<file path="config.mk">
export PLATFORM = sky130hd
export DESIGN_NAME = alu_seq
export DESIGN_NICKNAME = d
export VERILOG_FILES = /design/src/rtl/alu_pkg.sv /design/src/rtl/alu_mul_iter.sv /design/src/rtl/alu_seq.sv
export SDC_FILE = /design/constraint.sdc
export NUM_CORES = 1
export LEC_CHECK = 0
export CORE_UTILIZATION = 50
export DETAILED_ROUTE_END_ITERATION = 16
export PLACE_DENSITY_LB_ADDON = 0.15
export SLEW_MARGIN = 20
export SYNTH_ARGS = -nofsm -noshare
export SYNTH_HDL_FRONTEND = slang
export SYNTH_SLANG_ARGS = --single-unit
</file>
<file path="constraint.sdc">
create_clock -name clk -period 7 [get_ports clk]
set_clock_uncertainty 0.05 [all_clocks]
set_input_delay 0.7 -clock clk [delete_from_list [all_inputs] [get_ports clk]]
set_output_delay 0.7 -clock clk [all_outputs]
set_load 0.05 [all_outputs]
</file>
<file path="src/rtl/alu_pkg.sv">
// alu_pkg: opcodes, flag bit positions and control states shared by the sequential ALU.
package alu_pkg;
  typedef enum logic [3:0] {
    OP_AND  = 4'd0,
    OP_OR   = 4'd1,
    OP_XOR  = 4'd2,
    OP_NOT  = 4'd3,
    OP_ADD  = 4'd4,
    OP_ADDC = 4'd5,
    OP_SUB  = 4'd6,
    OP_CMP  = 4'd7,
    OP_LSH  = 4'd8,
    OP_ASH  = 4'd9,
    OP_MUL  = 4'd10,
    OP_MOV  = 4'd11
  } op_e;
  localparam int FL_C = 4;
  localparam int FL_L = 3;
  localparam int FL_F = 2;
  localparam int FL_Z = 1;
  localparam int FL_N = 0;
  typedef enum logic {IDLE = 1'b0, MUL = 1'b1} state_e;
endpackage

</file>
<file path="src/rtl/alu_mul_iter.sv">
// alu_mul_iter: shift-add multiplier, one partial product per clock, low WIDTH bits of the product.
module alu_mul_iter #(
  parameter int WIDTH = 16
) (
  input  logic             clk,
  input  logic             reset_n,
  input  logic             start,
  input  logic [WIDTH-1:0] a,
  input  logic [WIDTH-1:0] b,
  output logic             done,
  output logic [WIDTH-1:0] product
);
  localparam int CW = $clog2(WIDTH);
  logic             run_q, run_d;
  logic [CW-1:0]    cnt_q, cnt_d;
  logic [WIDTH-1:0] acc_q, acc_d, mcand_q, mcand_d, mplier_q, mplier_d, acc_nx;
  // product is the accumulator after the current step, so the last step lands directly in the caller
  always_comb begin
    acc_nx   = acc_q + (mplier_q[0] ? mcand_q : '0);
    done     = run_q && (cnt_q == CW'(WIDTH - 1));
    product  = acc_nx;
    run_d    = start || (run_q && !done);
    cnt_d    = start ? '0 : run_q ? cnt_q + CW'(1) : cnt_q;
    acc_d    = start ? '0 : run_q ? acc_nx : acc_q;
    mcand_d  = start ? a : run_q ? mcand_q << 1 : mcand_q;
    mplier_d = start ? b : run_q ? mplier_q >> 1 : mplier_q;
  end
  always_ff @(posedge clk or negedge reset_n)
    if (!reset_n) begin
      run_q    <= 1'b0;
      cnt_q    <= '0;
      acc_q    <= '0;
      mcand_q  <= '0;
      mplier_q <= '0;
    end else begin
      run_q    <= run_d;
      cnt_q    <= cnt_d;
      acc_q    <= acc_d;
      mcand_q  <= mcand_d;
      mplier_q <= mplier_d;
    end
endmodule

</file>
<file path="src/rtl/alu_seq.sv">
// alu_seq: valid/ready ALU with registered result and {C,L,F,Z,N} flags; MUL runs iteratively.
module alu_seq
  import alu_pkg::*;
#(
  parameter int WIDTH = 16
) (
  input  logic             clk,
  input  logic             reset_n,
  input  logic             in_valid,
  output logic             in_ready,
  input  logic [3:0]       op,
  input  logic [WIDTH-1:0] a,
  input  logic [WIDTH-1:0] b,
  output logic             out_valid,
  input  logic             out_ready,
  output logic [WIDTH-1:0] result,
  output logic [4:0]       flags,
  output logic             busy
);
  localparam int M = WIDTH - 1;
  state_e           state_q, state_d;
  logic             rdy_q, rdy_d, out_valid_q, out_valid_d;
  logic [WIDTH-1:0] result_q, result_d, alu_r, mul_p, shl, shr, sar;
  logic [4:0]       flags_q, flags_d, alu_f, mag;
  logic [WIDTH:0]   add_s, sub_s;
  logic             accept, mul_start, mul_done, big, cin;

  // rdy_q keeps in_ready low until the first clock after reset release
  assign in_ready  = rdy_q && (state_q == IDLE) && (!out_valid_q || out_ready);
  assign accept    = in_valid && in_ready;
  assign mul_start = accept && (op == OP_MUL);
  assign out_valid = out_valid_q;
  assign result    = result_q;
  assign flags     = flags_q;
  assign busy      = (state_q == MUL);

  alu_mul_iter #(.WIDTH(WIDTH)) u_mul (
    .clk(clk), .reset_n(reset_n), .start(mul_start), .a(a), .b(b), .done(mul_done), .product(mul_p)
  );

  // shift amount is b[4:0] as a signed value; negative shifts right
  always_comb begin
    mag   = b[4] ? ~b[4:0] + 5'd1 : b[4:0];
    big   = 32'(mag) >= WIDTH;
    shl   = big ? '0 : a << mag;
    shr   = big ? '0 : a >> mag;
    sar   = big ? {WIDTH{a[M]}} : $unsigned($signed(a) >>> mag);
    cin   = (op == OP_ADDC) && flags_q[FL_C];
    add_s = {1'b0, a} + {1'b0, b} + (WIDTH + 1)'(cin);
    sub_s = {1'b0, a} - {1'b0, b};
  end

  always_comb begin
    alu_r = '0;
    alu_f = flags_q;
    case (op_e'(op))
      OP_AND:  alu_r = a & b;
      OP_OR:   alu_r = a | b;
      OP_XOR:  alu_r = a ^ b;
      OP_NOT:  alu_r = ~a;
      OP_ADD, OP_ADDC: begin
        alu_r        = add_s[M:0];
        alu_f[FL_C]  = add_s[WIDTH];
        alu_f[FL_F]  = (a[M] == b[M]) && (add_s[M] != a[M]);
      end
      OP_SUB: begin
        alu_r        = sub_s[M:0];
        alu_f[FL_C]  = sub_s[WIDTH];
        alu_f[FL_F]  = (a[M] != b[M]) && (sub_s[M] != a[M]);
      end
      OP_CMP: begin
        alu_r        = a;
        alu_f[FL_L]  = a < b;
      end
      OP_LSH:  alu_r = b[4] ? shr : shl;
      OP_ASH:  alu_r = b[4] ? sar : shl;
      OP_MOV:  alu_r = b;
      default: alu_r = '0;
    endcase
    if (op_e'(op) == OP_CMP) begin
      alu_f[FL_Z] = a == b;
      alu_f[FL_N] = $signed(a) < $signed(b);
    end else if (op <= 4'd11) begin
      alu_f[FL_Z] = alu_r == '0;
      alu_f[FL_N] = alu_r[M];
    end
  end

  always_comb begin
    state_d     = state_q;
    result_d    = result_q;
    flags_d     = flags_q;
    rdy_d       = 1'b1;
    out_valid_d = out_valid_q && !out_ready;
    if (mul_done) begin
      state_d        = IDLE;
      result_d       = mul_p;
      flags_d[FL_Z]  = mul_p == '0;
      flags_d[FL_N]  = mul_p[M];
      out_valid_d    = 1'b1;
    end else if (accept) begin
      if (op == OP_MUL) state_d = MUL;
      else begin
        result_d    = alu_r;
        flags_d     = alu_f;
        out_valid_d = 1'b1;
      end
    end
  end

  always_ff @(posedge clk or negedge reset_n)
    if (!reset_n) begin
      state_q     <= IDLE;
      rdy_q       <= 1'b0;
      result_q    <= '0;
      flags_q     <= '0;
      out_valid_q <= 1'b0;
    end else begin
      state_q     <= state_d;
      rdy_q       <= rdy_d;
      result_q    <= result_d;
      flags_q     <= flags_d;
      out_valid_q <= out_valid_d;
    end
endmodule

</file>
==> flow_summary.json, run 1 <==
{
  "syn-instance-count": 1214,
  "cp_max_fo": 17,
  "diodes": 0,
  "drc_errors": 0,
  "via_per_inst": 6.78,
  "start_util": 0.518,
  "grt_max_degree": 82,
  "rsz0062_at_grt": "no",
  "tightest_slew_ns": 1.02,
  "max-vdd-ir-drop_mv": 0.201,
  "overflow": 0,
  "tns_ns": 0,
  "dr.pass1.iters": 6,
  "ctsHoldBuffers": 0,
  "num-nets-final": 1335,
  "final_common_cell": "nand2_1",
  "row_count": 49,
  "vias": 9890,
  "arrival_ns": 5.54,
  "leakagePower_nw": 4.33,
  "final_util": 0.578,
  "drive_above_1_share": 0.0789,
  "cts.path.max_buffers": 2,
  "cts_tree": "built",
  "ys_seq_area_frac": 0.204,
  "die_height_um": 139,
  "routed_wirelength_mm": 36.0,
  "cts_num_sinks": 77,
  "die-area_um2": 19400,
  "gp_congestion": 1.01,
  "yosysUniqueCellTypes": 79,
  "cts_buffers": 9,
  "slew_viol_final": 0,
  "worst-setup-path-type": "input pin to flop",
  "post_cts_resized": 0,
  "hold_class": "input pin to asynchronous set/reset pin",
  "async_flop_share": 1.00,
  "syn-cell-area_um2": 9430,
  "cts-htree-levels": 3,
  "cts_setup_buffers": 0,
  "drv_cap": 0,
  "max_freq_ghz": 0.187,
  "synth_fp_nets": 1324,
  "end_kind": "flop",
  "io_pins": 64,
  "syn2layout_area_growth_pct": 11.6,
  "r2r_slack_ns": 2.85,
  "power.density_nw_per_um2": 297,
  "status": "finished clean",
  "start_kind": "input pin",
  "synth_edf_count": 0,
  "setup_viol_count_final": 0,
  "ys_warn_count": 0,
  "grtUsageTotal": 0.373,
  "grt_antenna_before_repair": 0,
  "synth-seq-cells": 77,
  "ys.flop_type": "dfrtp_1",
  "place_area_um2": 10200,
  "clk_pin_slew_ns": 0.07,
  "fin_crit_sh": 0.762,
  "cts-root-buf": "clkbuf_16",
  "cp.required_ns": 7.20,
  "drt_iter0_markers": 1166,
  "die_w_um": 139,
  "port_buffers": 63,
  "clock_latency_ns": 0.34,
  "core-area_um2": 18200,
  "routedWlPerCell_um": 24.7,
  "grt_pass1_wl_mm": 55.7,
  "final_antenna_net_count": 0,
  "final_cell_mix": "128 x nand2_1, 109 x nor2_1, 90 x o21ai_0",
  "fin_area_um2": 10500,
  "grt_pass1_vias": 9457,
  "hold_violations": 0,
  "min_period_ns": 5.34,
  "max-slew-margin-rel": 0.320,
  "hpwlAfterDp_mm": 26.9,
  "synth.avg_cell_area_um2": 7.77
}
-- report_power, final --
| group | internal, mW | switching, mW | leakage (nW) |
|---|---|---|---|
| clock | 0.314 | 0.192 | 0.156 |
| sequential | 0.645 | 0.176 | 0.950 |
| combinational | 0.684 | 1.11 | 3.22 |
| total | 1.64 | 1.48 | 4.33 |
-- metrics by stage --
stage / total power, mW / worst slack [ns] / std cells / hold WS [ns]
2_1_floorplan: 2.04 / 2.48 / 1214 / 0.354
3_3_place_gp: 2.56 / 1.55 / 1443 / 0.439
3_5_place_dp: 2.59 / 1.41 / 1443 / 0.444
4_1_cts: 3.11 / 1.77 / 1459 / 0.457
5_1_grt: 3.33 / 1.35 / 1459 / 0.473
6_report: 3.12 / 1.66 / 1459 / 0.448
-- synth_stat cells, types with 6 or more instances --
| library cell | n | area share |
|---|---|---|
| or3_1 | 12 | 0.0080 |
| clkbuf_1 | 63 | 0.025 |
| a211oi_1 | 24 | 0.019 |
| nand4_1 | 12 | 0.0080 |
| a221o_1 | 6 | 0.0064 |
| a31oi_1 | 17 | 0.011 |
| nand2b_1 | 19 | 0.013 |
| inv_1 | 49 | 0.019 |
| a2111oi_0 | 8 | 0.0074 |
| nand2_1 | 128 | 0.051 |
| xnor2_1 | 34 | 0.032 |
| o21bai_1 | 7 | 0.0056 |
| mux2_2 | 11 | 0.013 |
| a211o_1 | 6 | 0.0056 |
| o31ai_1 | 14 | 0.011 |
| buf_1 | 14 | 0.0056 |
| dfrtp_1 | 77 | 0.20 |
| o21a_1 | 7 | 0.0056 |
| o211ai_1 | 17 | 0.014 |
| o221ai_1 | 10 | 0.0093 |
| nor2_1 | 110 | 0.044 |
| mux4_2 | 15 | 0.036 |
| nor4_1 | 15 | 0.0099 |
| a21oi_1 | 71 | 0.038 |
| a22oi_1 | 11 | 0.0088 |
| and3_1 | 6 | 0.0040 |
| nor2b_1 | 14 | 0.0093 |
| o21ai_0 | 90 | 0.048 |
| nand3_1 | 25 | 0.013 |
| o22ai_1 | 6 | 0.0040 |
| or4_1 | 6 | 0.0048 |
| nor3_1 | 33 | 0.018 |
| a21o_1 | 18 | 0.014 |
| and2_1 | 21 | 0.014 |
| mux2i_1 | 73 | 0.077 |
| ha_1 | 66 | 0.088 |
| buf_2 | 10 | 0.0053 |
-- worst max-delay path, cell delays in order --
cell and delay, ns:
clkdlybuf4s50_1 0.91, inv_1 0.30, ha_1 0.43, mux2i_4 0.63, buf_4 0.31, o211ai_1 0.10
o211ai_1 0.20, a21oi_1 0.14, o32ai_1 0.45, o2111ai_1 0.23, or4_1 0.46, nor4_1 0.33
nand4_1 0.15, o22ai_1 0.17
-- registers in the layout, summed over array words and instances, names as in the netlist --
register,count
result,16
u_mul.acc_q,16
u_mul.mcand_q,16
u_mul.mplier_q,16
flags,5
u_mul.cnt_q,4
busy,1
out_valid,1
rdy_q,1
u_mul.run_q,1
-- kinds of logic after synthesis --
group / share of synthesized area
other: 0.000398
adder cells (fa/ha/maj): 0.0960
AND/OR/NAND/NOR: 0.211
XOR/XNOR: 0.0379
AO/OA/AOI/OAI: 0.253
buffers and inverters: 0.0610
flip-flops: 0.204
multiplexers: 0.136
-- worst paths after layout --
check	start	cells past startpoint	end
max reg2reg	flags[4]	13	flags[1]
min in group clk	flags[3]	1	flags[3]
min reg2reg	flags[3]	1	flags[3]
max in group asynchronous	reset_n	1	u_mul.run_q
max	b[1]	14	flags[1]
min	reset_n	1	u_mul.acc_q[6]
-- area by class of cell --
| type | count | area (µm²) |
|---|---|---|
| Clock inverter | 7 | 98.8 |
| Timing Repair Buffer | 90 | 821 |
| Sequential cell | 77 | 1930 |
| Inverter | 54 | 203 |
| Clock buffer | 9 | 225 |
| Tap cell | 229 | 287 |
| Multi-Input combinational cell | 993 | 6960 |
| Fill cell | 1744 | 7680 |
-- routing by layer --
layer  global-route usage  vias to the layer above  part of all wire
met2                0.583                      592              0.44
met3               0.0699                      126             0.099
li1                     -                     4491                 -
met1                0.496                     4681              0.41
met5                    0                        -                 0
met4                0.182                        0             0.049
(Power assumes the default switching activity.)
==> run 2, diff against run 1 <==
clock period = 5.4 ns   (was 7 ns; I/O delays follow)
==> run 2 against run 1 <==
Compared with the run above: critical path depth down 1; cell count up 1.4%; non-clock buffer count up 21; critical endpoint unchanged; count of clock-buffer cells in the layout up 1; sequential power up 29%; global-route usage up 0.54 points; die area unchanged; worst setup slack worse by 0.91 ns; critical path type unchanged.
==> flow_summary.json, run 2 (synthesized netlist as in run 1, its figures left out) <==
{
  "via_per_inst": 6.79,
  "clk_pin_slew_ns": 0.06,
  "crit_path_max_incr_delay_ns": 0.78,
  "grt_pass1_vias": 9397,
  "cts.path.max_buffers": 2,
  "syn2layout_area_growth_pct": 13.2,
  "cp.required_ns": 5.61,
  "power.density_nw_per_um2": 378,
  "hold_class": "input pin to asynchronous set/reset pin",
  "routed_wirelength_mm": 36.8,
  "io_pins": 64,
  "hold_violations": 0,
  "core-area_um2": 18200,
  "max_freq_ghz": 0.215,
  "end_kind": "flop",
  "setup_viol_count_final": 0,
  "tightest_slew_ns": 1.02,
  "drive_above_1_share": 0.0935,
  "overflow": 0,
  "top_layer_used": "met5",
  "cts_buffers": 9,
  "wl_met2_mm": 15.7,
  "die-area_um2": 19400,
  "cts-htree-levels": 3,
  "r2r_slack_ns": 1.28,
  "die_w_um": 139,
  "max-vdd-ir-drop_mv": 0.369,
  "diodes": 0,
  "n_fill_cell": 1743,
  "start_util": 0.518,
  "row_count": 49,
  "drc_errors": 0,
  "num-nets-final": 1356,
  "cts_tree": "built",
  "routedWlPerCell_um": 24.8,
  "cts_setup_buffers": 0,
  "fin_ws_ns": 0.750,
  "status": "finished clean",
  "cts-root-buf": "clkbuf_16",
  "final_common_cell": "nand2_1",
  "max-slew-margin-rel": 0.318,
  "power_mw": 4.03,
  "gp_congestion": 1.01,
  "hpwlAfterDp_mm": 27.9,
  "vias": 10000,
  "pre_cts_slack_ns": 0.509,
  "cts_num_sinks": 77,
  "arrival_ns": 4.86,
  "post_cts_resized": 0,
  "ctsHoldBuffers": 0,
  "clock_latency_ns": 0.34,
  "drt_iter0_markers": 1212,
  "grt_antenna_before_repair": 1,
  "leakagePower_nw": 4.42,
  "tns_ns": 0,
  "port_buffers": 63,
  "final_antenna_net_count": 0,
  "crit_family": "simple AND/OR/NAND/NOR gates",
  "slew_viol_final": 0,
  "drv_cap": 0,
  "grt_max_degree": 82,
  "crit_chain": "clkdlybuf4s50_1, inv_1, ha_1, nor3_1, a2111oi_0, nor2_1, a211oi_1, xnor2_1, o2111ai_1, or4_1, nor4_1, nand4_1, o22ai_1",
  "worstPathBufferInverterCount": 2,
  "wl_met3_mm": 4.16,
  "min_period_ns": 4.65,
  "worst-setup-path-type": "input pin to flop",
  "fin_area_um2": 10700,
  "fin_hold_ws_ns": 0.0438,
  "final_cell_mix": "128 x nand2_1, 109 x nor2_1, 90 x o21ai_0",
  "dr.pass1.iters": 6,
  "fin_crit_sh": 0.861,
  "die_height_um": 139,
  "met1_length_mm": 15.3,
  "grt_pass1_wl_mm": 56.0,
  "start_kind": "input pin",
  "cp_max_fo": 11,
  "rsz0062_at_grt": "no",
  "grtUsageTotal": 0.379,
  "cpMaxStageDelayCell": "clkdlybuf4s50_1",
  "place_area_um2": 10300
}
==> run 2: path summary, 6_finish.rpt <==
| path | depth (start not counted) | start | end |
|---|---|---|---|
| worst max register to register | 13 | flags[4] | flags[1] |
| max in group asynchronous | 2 | reset_n | u_mul.run_q |
| min in group clk | 1 | flags[3] | flags[3] |
| worst max-delay path | 13 | a[4] | flags[1] |
| worst min-delay path | 1 | reset_n | u_mul.acc_q[6] |
| worst min register to register | 1 | flags[3] | flags[3] |
==> run 2: worst register-to-register path: cells and delay by family, from the launching register on <==
family,cells,cell delay (ns)
simple gates,6,1.44
compound gates,4,0.98
fa+ha+maj,2,0.88
flops,1,0.52
xor+xnor,1,0.16
==> run 2: power breakdown <==
| part | switching (mW) | internal, mW |
|---|---|---|
| logic | 1.45 | 0.902 |
| registers | 0.224 | 0.837 |
| clock network | 0.247 | 0.374 |
==> run 2: metal layers <==
metal	track usage	vias to the layer above
met2	0.574	619
met3	0.0829	118
met4	0.141	2
met5	0	-
li1	-	4529
met1	0.525	4780
==> run 2: metrics by stage <==
step / util / cells
after CTS: 0.585 / 1479
after detailed placement: 0.568 / 1463
final: 0.586 / 1480
after global routing: 0.586 / 1480
after floorplan: - / 1214
after global placement: 0.568 / 1463
==> run 2: final cells by class <==
type                    count  area, µm²  share of cell area
inverters                  54        203              0.0190
repair buffers            111        998              0.0935
flip-flops and latches     77       1930               0.181
multi-input cells         993       6950               0.651
well taps                 229        287              0.0268
clock buffers              10        239              0.0224
clock inverters             6       68.8             0.00645
